==> src/rtl/cyclic_encoder_stream.sv <==
// Serial-LFSR systematic cyclic encoder: one message bit per clock, codeword = {message, parity}.
// Define CYCLIC_ENC_CHECK_EN to add a CHECK pass that re-divides the codeword and flags a nonzero syndrome on chk_err.
module cyclic_encoder_stream #(
    parameter  int N = 15,
    parameter  int K = 5,
    localparam int M = N - K
) (
    input  logic         clk,
    input  logic         reset,
    input  logic         in_valid,
    output logic         in_ready,
    input  logic [K-1:0] data_in,
    input  logic [M-1:0] g,
    output logic         out_valid,
    input  logic         out_ready,
    output logic [N-1:0] code_out,
    output logic         busy
`ifdef CYCLIC_ENC_CHECK_EN
    ,
    output logic         chk_err
`endif
);

`ifdef CYCLIC_ENC_CHECK_EN
    localparam int CNT_W = $clog2(N + 1);
`else
    localparam int CNT_W = $clog2(K + 1);
`endif

    typedef enum logic [1:0] {
        IDLE,
        SHIFT,
        DONE
`ifdef CYCLIC_ENC_CHECK_EN
        ,
        CHECK
`endif
    } state_t;

    state_t             state_q, state_d;
    logic [K-1:0]       msg_q, msg_d;
    logic [K-1:0]       sh_q, sh_d;
    logic [M-1:0]       g_q, g_d;
    logic [M-1:0]       par_q, par_d;
    logic [CNT_W-1:0]   cnt_q, cnt_d;
    logic               fb;
`ifdef CYCLIC_ENC_CHECK_EN
    logic [M-1:0]       syn_q, syn_d;
    logic               chk_q, chk_d;
    logic               chk_bit;
    logic               chk_fb;
    logic [N-1:0]       code_w;
`endif

    always_ff @(posedge clk) begin
        if (reset) begin
            state_q <= IDLE;
            msg_q   <= '0;
            sh_q    <= '0;
            g_q     <= '0;
            par_q   <= '0;
            cnt_q   <= '0;
`ifdef CYCLIC_ENC_CHECK_EN
            syn_q   <= '0;
            chk_q   <= 1'b0;
`endif
        end else begin
            state_q <= state_d;
            msg_q   <= msg_d;
            sh_q    <= sh_d;
            g_q     <= g_d;
            par_q   <= par_d;
            cnt_q   <= cnt_d;
`ifdef CYCLIC_ENC_CHECK_EN
            syn_q   <= syn_d;
            chk_q   <= chk_d;
`endif
        end
    end

    always_comb begin
        state_d = state_q;
        msg_d   = msg_q;
        sh_d    = sh_q;
        g_d     = g_q;
        par_d   = par_q;
        cnt_d   = cnt_q;
        fb      = sh_q[K-1] ^ par_q[M-1];
`ifdef CYCLIC_ENC_CHECK_EN
        syn_d   = syn_q;
        chk_d   = chk_q;
        code_w  = {msg_q, par_q};
        chk_bit = 1'b0;
        // Counter-indexed mux keeps the check reading the live parity register.
        for (int i = 0; i < N; i++) begin
            if (cnt_q == CNT_W'(N - 1 - i)) chk_bit = code_w[i];
        end
        chk_fb  = chk_bit ^ syn_q[M-1];
`endif
        case (state_q)
            IDLE: begin
`ifdef CYCLIC_ENC_CHECK_EN
                chk_d = 1'b0;
`endif
                if (in_valid) begin
                    msg_d   = data_in;
                    sh_d    = data_in;
                    g_d     = g;
                    par_d   = '0;
                    cnt_d   = '0;
                    state_d = SHIFT;
                end
            end
            SHIFT: begin
                par_d = (par_q << 1) ^ (fb ? g_q : '0);
                sh_d  = sh_q << 1;
                cnt_d = cnt_q + CNT_W'(1);
                if (cnt_q == CNT_W'(K - 1)) begin
                    cnt_d   = '0;
`ifdef CYCLIC_ENC_CHECK_EN
                    syn_d   = '0;
                    state_d = CHECK;
`else
                    state_d = DONE;
`endif
                end
            end
`ifdef CYCLIC_ENC_CHECK_EN
            CHECK: begin
                syn_d = (syn_q << 1) ^ (chk_fb ? g_q : '0);
                cnt_d = cnt_q + CNT_W'(1);
                if (cnt_q == CNT_W'(N - 1)) begin
                    cnt_d   = '0;
                    chk_d   = (syn_d != '0);
                    state_d = DONE;
                end
            end
`endif
            DONE: begin
                if (out_ready) begin
                    state_d = IDLE;
`ifdef CYCLIC_ENC_CHECK_EN
                    chk_d   = 1'b0;
`endif
                end
            end
            default: state_d = IDLE;
        endcase
    end

    assign in_ready  = (state_q == IDLE);
    assign out_valid = (state_q == DONE);
    assign busy      = (state_q != IDLE);
    assign code_out  = out_valid ? {msg_q, par_q} : '0;
`ifdef CYCLIC_ENC_CHECK_EN
    assign chk_err   = chk_q;
`endif

endmodule

==> config.mk <==
export PLATFORM = sky130hd
export DESIGN_NAME = cyclic_encoder_stream
export DESIGN_NICKNAME = d
export VERILOG_FILES = /design/src/rtl/cyclic_encoder_stream.sv
export SDC_FILE = /design/constraint.sdc
export NUM_CORES = 1
export LEC_CHECK = 0
export BUFFER_PORTS_ARGS = -buffer_cell sky130_fd_sc_hd__buf_2
export CORE_MARGIN = 4
export CORE_UTILIZATION = 48
export CTS_CLUSTER_DIAMETER = 150
export DETAILED_ROUTE_END_ITERATION = 6
export PLACE_DENSITY = 0.73
export SLEW_MARGIN = 10
export SYNTH_ARGS = -nofsm -noshare
export SYNTH_HDL_FRONTEND = slang
export SYNTH_SLANG_ARGS = --single-unit
==> constraint.sdc <==
create_clock -name clk -period 1.4 [get_ports clk]
set_input_delay 0.14 -clock clk [delete_from_list [all_inputs] [get_ports clk]]
set_output_delay 0.14 -clock clk [all_outputs]
set_load 0.005 [all_outputs]
==> results.py <==
metrics = {
    "clock_network": {
        "cts-htree-levels": 2,
        "clkLatencyLatePin_ns": 0.34,
        "clk_pin_slew_ns": 0.11,
        "cts_hold_buf": 0,
        "cts_tree": "done",
        "cts-root-buf": "clkbuf_4",
        "cts_buffers": 5,
        "cts.sinks": 35,
        "clockBufferDepth": 2,
    },
    "yosys": {
        "syn_area_um2": 1660,
        "yosysSeqAreaShare_pct": 42.1,
        "syn-instance-count": 206,
        "syn-num-nets": 227,
        "ys_ff_latch": 35,
        "yosysUniqueCellTypes": 35,
        "ys_warn_count": 0,
        "syn_avg_cell_area_um2": 8.07,
    },
    "sta": {
        "setup_violations": 19,
        "finalWorstSetupSlack_ns": -0.0969,
        "finalCritPeriodShare_pct": 107,
        "period_minus_slack_ns": 1.50,
        "hold_violations": 0,
        "rsz0062_at_grt": "true",
        "holdWs_ns": 0.0195,
        "tns_ns": -1.12,
        "finalMaxSlewViolations": 0,
        "max_freq_ghz": 0.668,
        "slew_headroom_pct": 58.6,
        "skew_ns": 0.0102,
        "worstMarginPinSlew_ns": 0.620,
    },
    "worst_setup_path": {
        "crit_required_ns": 1.26,
        "cp_common_cell": "buf_6",
        "cp-start-kind": "flip-flop",
        "cp_top_family": "flip-flops",
        "crit_chain": "buf_6 -> nor2b_4 -> buf_6 -> and2_4 -> buf_6",
        "criticalPathCategory": "reg -> out",
        "cp_data_arrival_time_ns": 1.36,
        "crit_path_top_delay_cell": "dfxtp_2",
        "cpPeakStageDelay_ns": 0.38,
        "endpoint_kind": "output pin",
        "cp_num_buf_inv": 3,
        "path_max_fanout": 6,
    },
    "die": {
        "die_y_um": 66.9,
        "coreArea_um2": 3340,
        "initial_core_util_pct": 49.8,
        "die_w_um": 66.9,
        "pin_count": 37,
        "rows": 21,
        "dieArea_um2": 4470,
    },
    "placement": {
        "dpl-instance-area_um2": 1950,
        "dp_hpwl_um": 2810,
        "place_ws_ns": -0.0172,
        "placement.io_buffers": 36,
        "gp_congestion": 0.810,
    },
    "global_routing": {
        "overflow": 0,
        "grt_util_all_layers_pct": 21.2,
        "antenna_found_initial": 0,
        "grt_pass1_wl_um": 7230,
        "grt_start_max_net_pins": 28,
        "first_global_vias": 1583,
    },
    "cells_and_area": {
        "drive_gt1_share_pct": 45.5,
        "multiInputGateArea_um2": 1110,
        "stdcell_area_um2": 2520,
        "num_antenna_cells": 0,
        "syn_to_final_growth_pct": 51.5,
        "final-seq-area_um2": 706,
        "nFillCells": 240,
        "layout.nets": 284,
    },
    "power": {
        "p_leak_nw": 1.04,
        "p_per_area_nw_per_um2": 896,
        "ir_worst_vdd_mv": 0.576,
    },
    "outcome": {
        "violations": "negative setup slack",
        "status": "finished with violations",
    },
    "route": {
        "vias_per_cell": 5.42,
        "first_pass_iters": 4,
        "drt-initial-drc-count": 161,
        "drcViolationCount": 0,
        "drtAntennaViolNets": 0,
        "post_drt_wl_per_cell_um": 15.6,
        "wirelength_um": 4850,
        "vias": 1679,
    },
    "flow_run": {
        "max-cap-violations": 0,
    },
    "min_path": {
        "hold_class": "in -> reg",
    },
}
flip-flops by register name, indices dropped and copies added (netlist names):
signal / count
g_q: 10
par_q: 10
msg_q: 5
sh_q: 5
cnt_q: 3
state_q: 2
layout make-up:
cell class / instances / share of cell area (%)
clock inverter: 2 / 1.39
inverter: 16 / 2.68
timing repair buffer: 64 / 19.7
multi-input combinational: 141 / 43.9
tap: 46 / 2.28
clock buffer: 6 / 2.04
sequential: 35 / 28.0
report_power, final:
group          internal [mW]  leakage (nW)  total, mW  switching (mW)
combinational          0.183         0.702      0.402           0.219
sequential              1.04         0.287       1.09          0.0433
clock                  0.422        0.0482      0.768           0.346
per-layer routing:
layer	wire length, µm	global-route usage, %	up-vias
li1	-	-	824
met1	2130	28.0	790
met2	2370	34.3	57
met3	272	3.71	8
met4	77	8.10	0
met5	0	0	-
path summary, 6_finish.rpt:
check	cells after the start	slack, ns	from	end
min reg2reg	2	0.46	g_q[0]	g_q[0]
max reg2reg	5	-0.09	state_q[0]	par_q[1]
max	5	-0.1	state_q[1]	code_out[13]
min	3	0.02	g[6]	g_q[6]
kinds of logic (layout without fill, tap and decap cells):
family                   Yosys count  in the layout  synth area share (%)
AND/OR/NAND/NOR                   83             83                  25.3
AO/OA/AOI/OAI                     54             54                  22.1
flip-flops                        35             35                  42.1
buffers and inverters             30             88                  7.90
adder cells (fa/ha/maj)            2              2                  1.50
XOR/XNOR                           2              2                  1.05
synthesized netlist by cell type:
cell       number  area, µm²
a211o_1         8       70.1
a211oi_1       10       75.1
a21oi_1        24        120
a22o_1          2       17.5
a22oi_1         1       7.51
a2bb2oi_1       1       8.76
a31o_1          1       8.76
a31oi_1         1       6.26
and2_1          7       43.8
buf_2           3       15.0
buf_6           2       22.5
clkbuf_1        9       33.8
clkinv_1        1       3.75
dfxtp_1        35        701
ha_1            2       25.0
inv_1          15       56.3
nand2_1        35        131
nand3_1         3       15.0
nor2_1         13       48.8
nor2b_1         2       12.5
nor3_1          8       40.0
nor3b_1         2       15.0
nor3b_2         1       12.5
nor4b_1         8       70.1
o21ai_0         1       5.00
o21ba_2         1       10.0
o21bai_1        1       7.51
o221a_2         2       22.5
o2bb2ai_1       1       8.76
or2_2           1       6.26
or2b_1          1       7.51
or3b_1          1       8.76
or3b_2          1       8.76
xnor2_1         1       8.76
xor2_1          1       8.76
worst min-delay path, cell delays in order:
cell and delay [ns]:
buf_2 0.09, nand2_1 0.04, a21oi_1 0.05
cell usage in the layout (no fill, tap or decap), types with 2 or more instances in the layout:
cell type / netlist / routed
nor3_2: 0 / 6
a21oi_1: 24 / 18
nor3b_1: 2 / 2
buf_4: 0 / 15
nor2_1: 13 / 13
and2_4: 0 / 6
a211oi_1: 10 / 3
a21oi_2: 0 / 6
clkbuf_4: 0 / 5
or3b_4: 0 / 2
ha_1: 2 / 2
nand3_1: 3 / 3
nand2_1: 35 / 35
inv_1: 15 / 14
a211oi_2: 0 / 7
a211o_1: 8 / 8
dfxtp_1: 35 / 33
buf_6: 2 / 18
o221a_2: 2 / 2
nor4b_4: 0 / 7
a22o_1: 2 / 2
buf_2: 3 / 29
nor3_4: 0 / 2
what timing repair did:
| action | in CTS | in global routing |
|---|---|---|
| setup endpoints to repair | 26 | 38 |
| cloned | 1 | 1 |
| setup buffers | 9 | 1 |
| pin swaps | 10 | 6 |
| resized for setup | 40 | 45 |
metrics by stage:
step                util (%)  std cells  total power [mW]
finish                  75.5        310              2.26
global route            75.5        310              2.35
CTS                     68.1        308              2.19
detailed placement      58.5        290              1.38
global placement        58.5        290              1.38
floorplan                  -        206              1.28
Note: power is estimated with default switching activity, not from simulation.
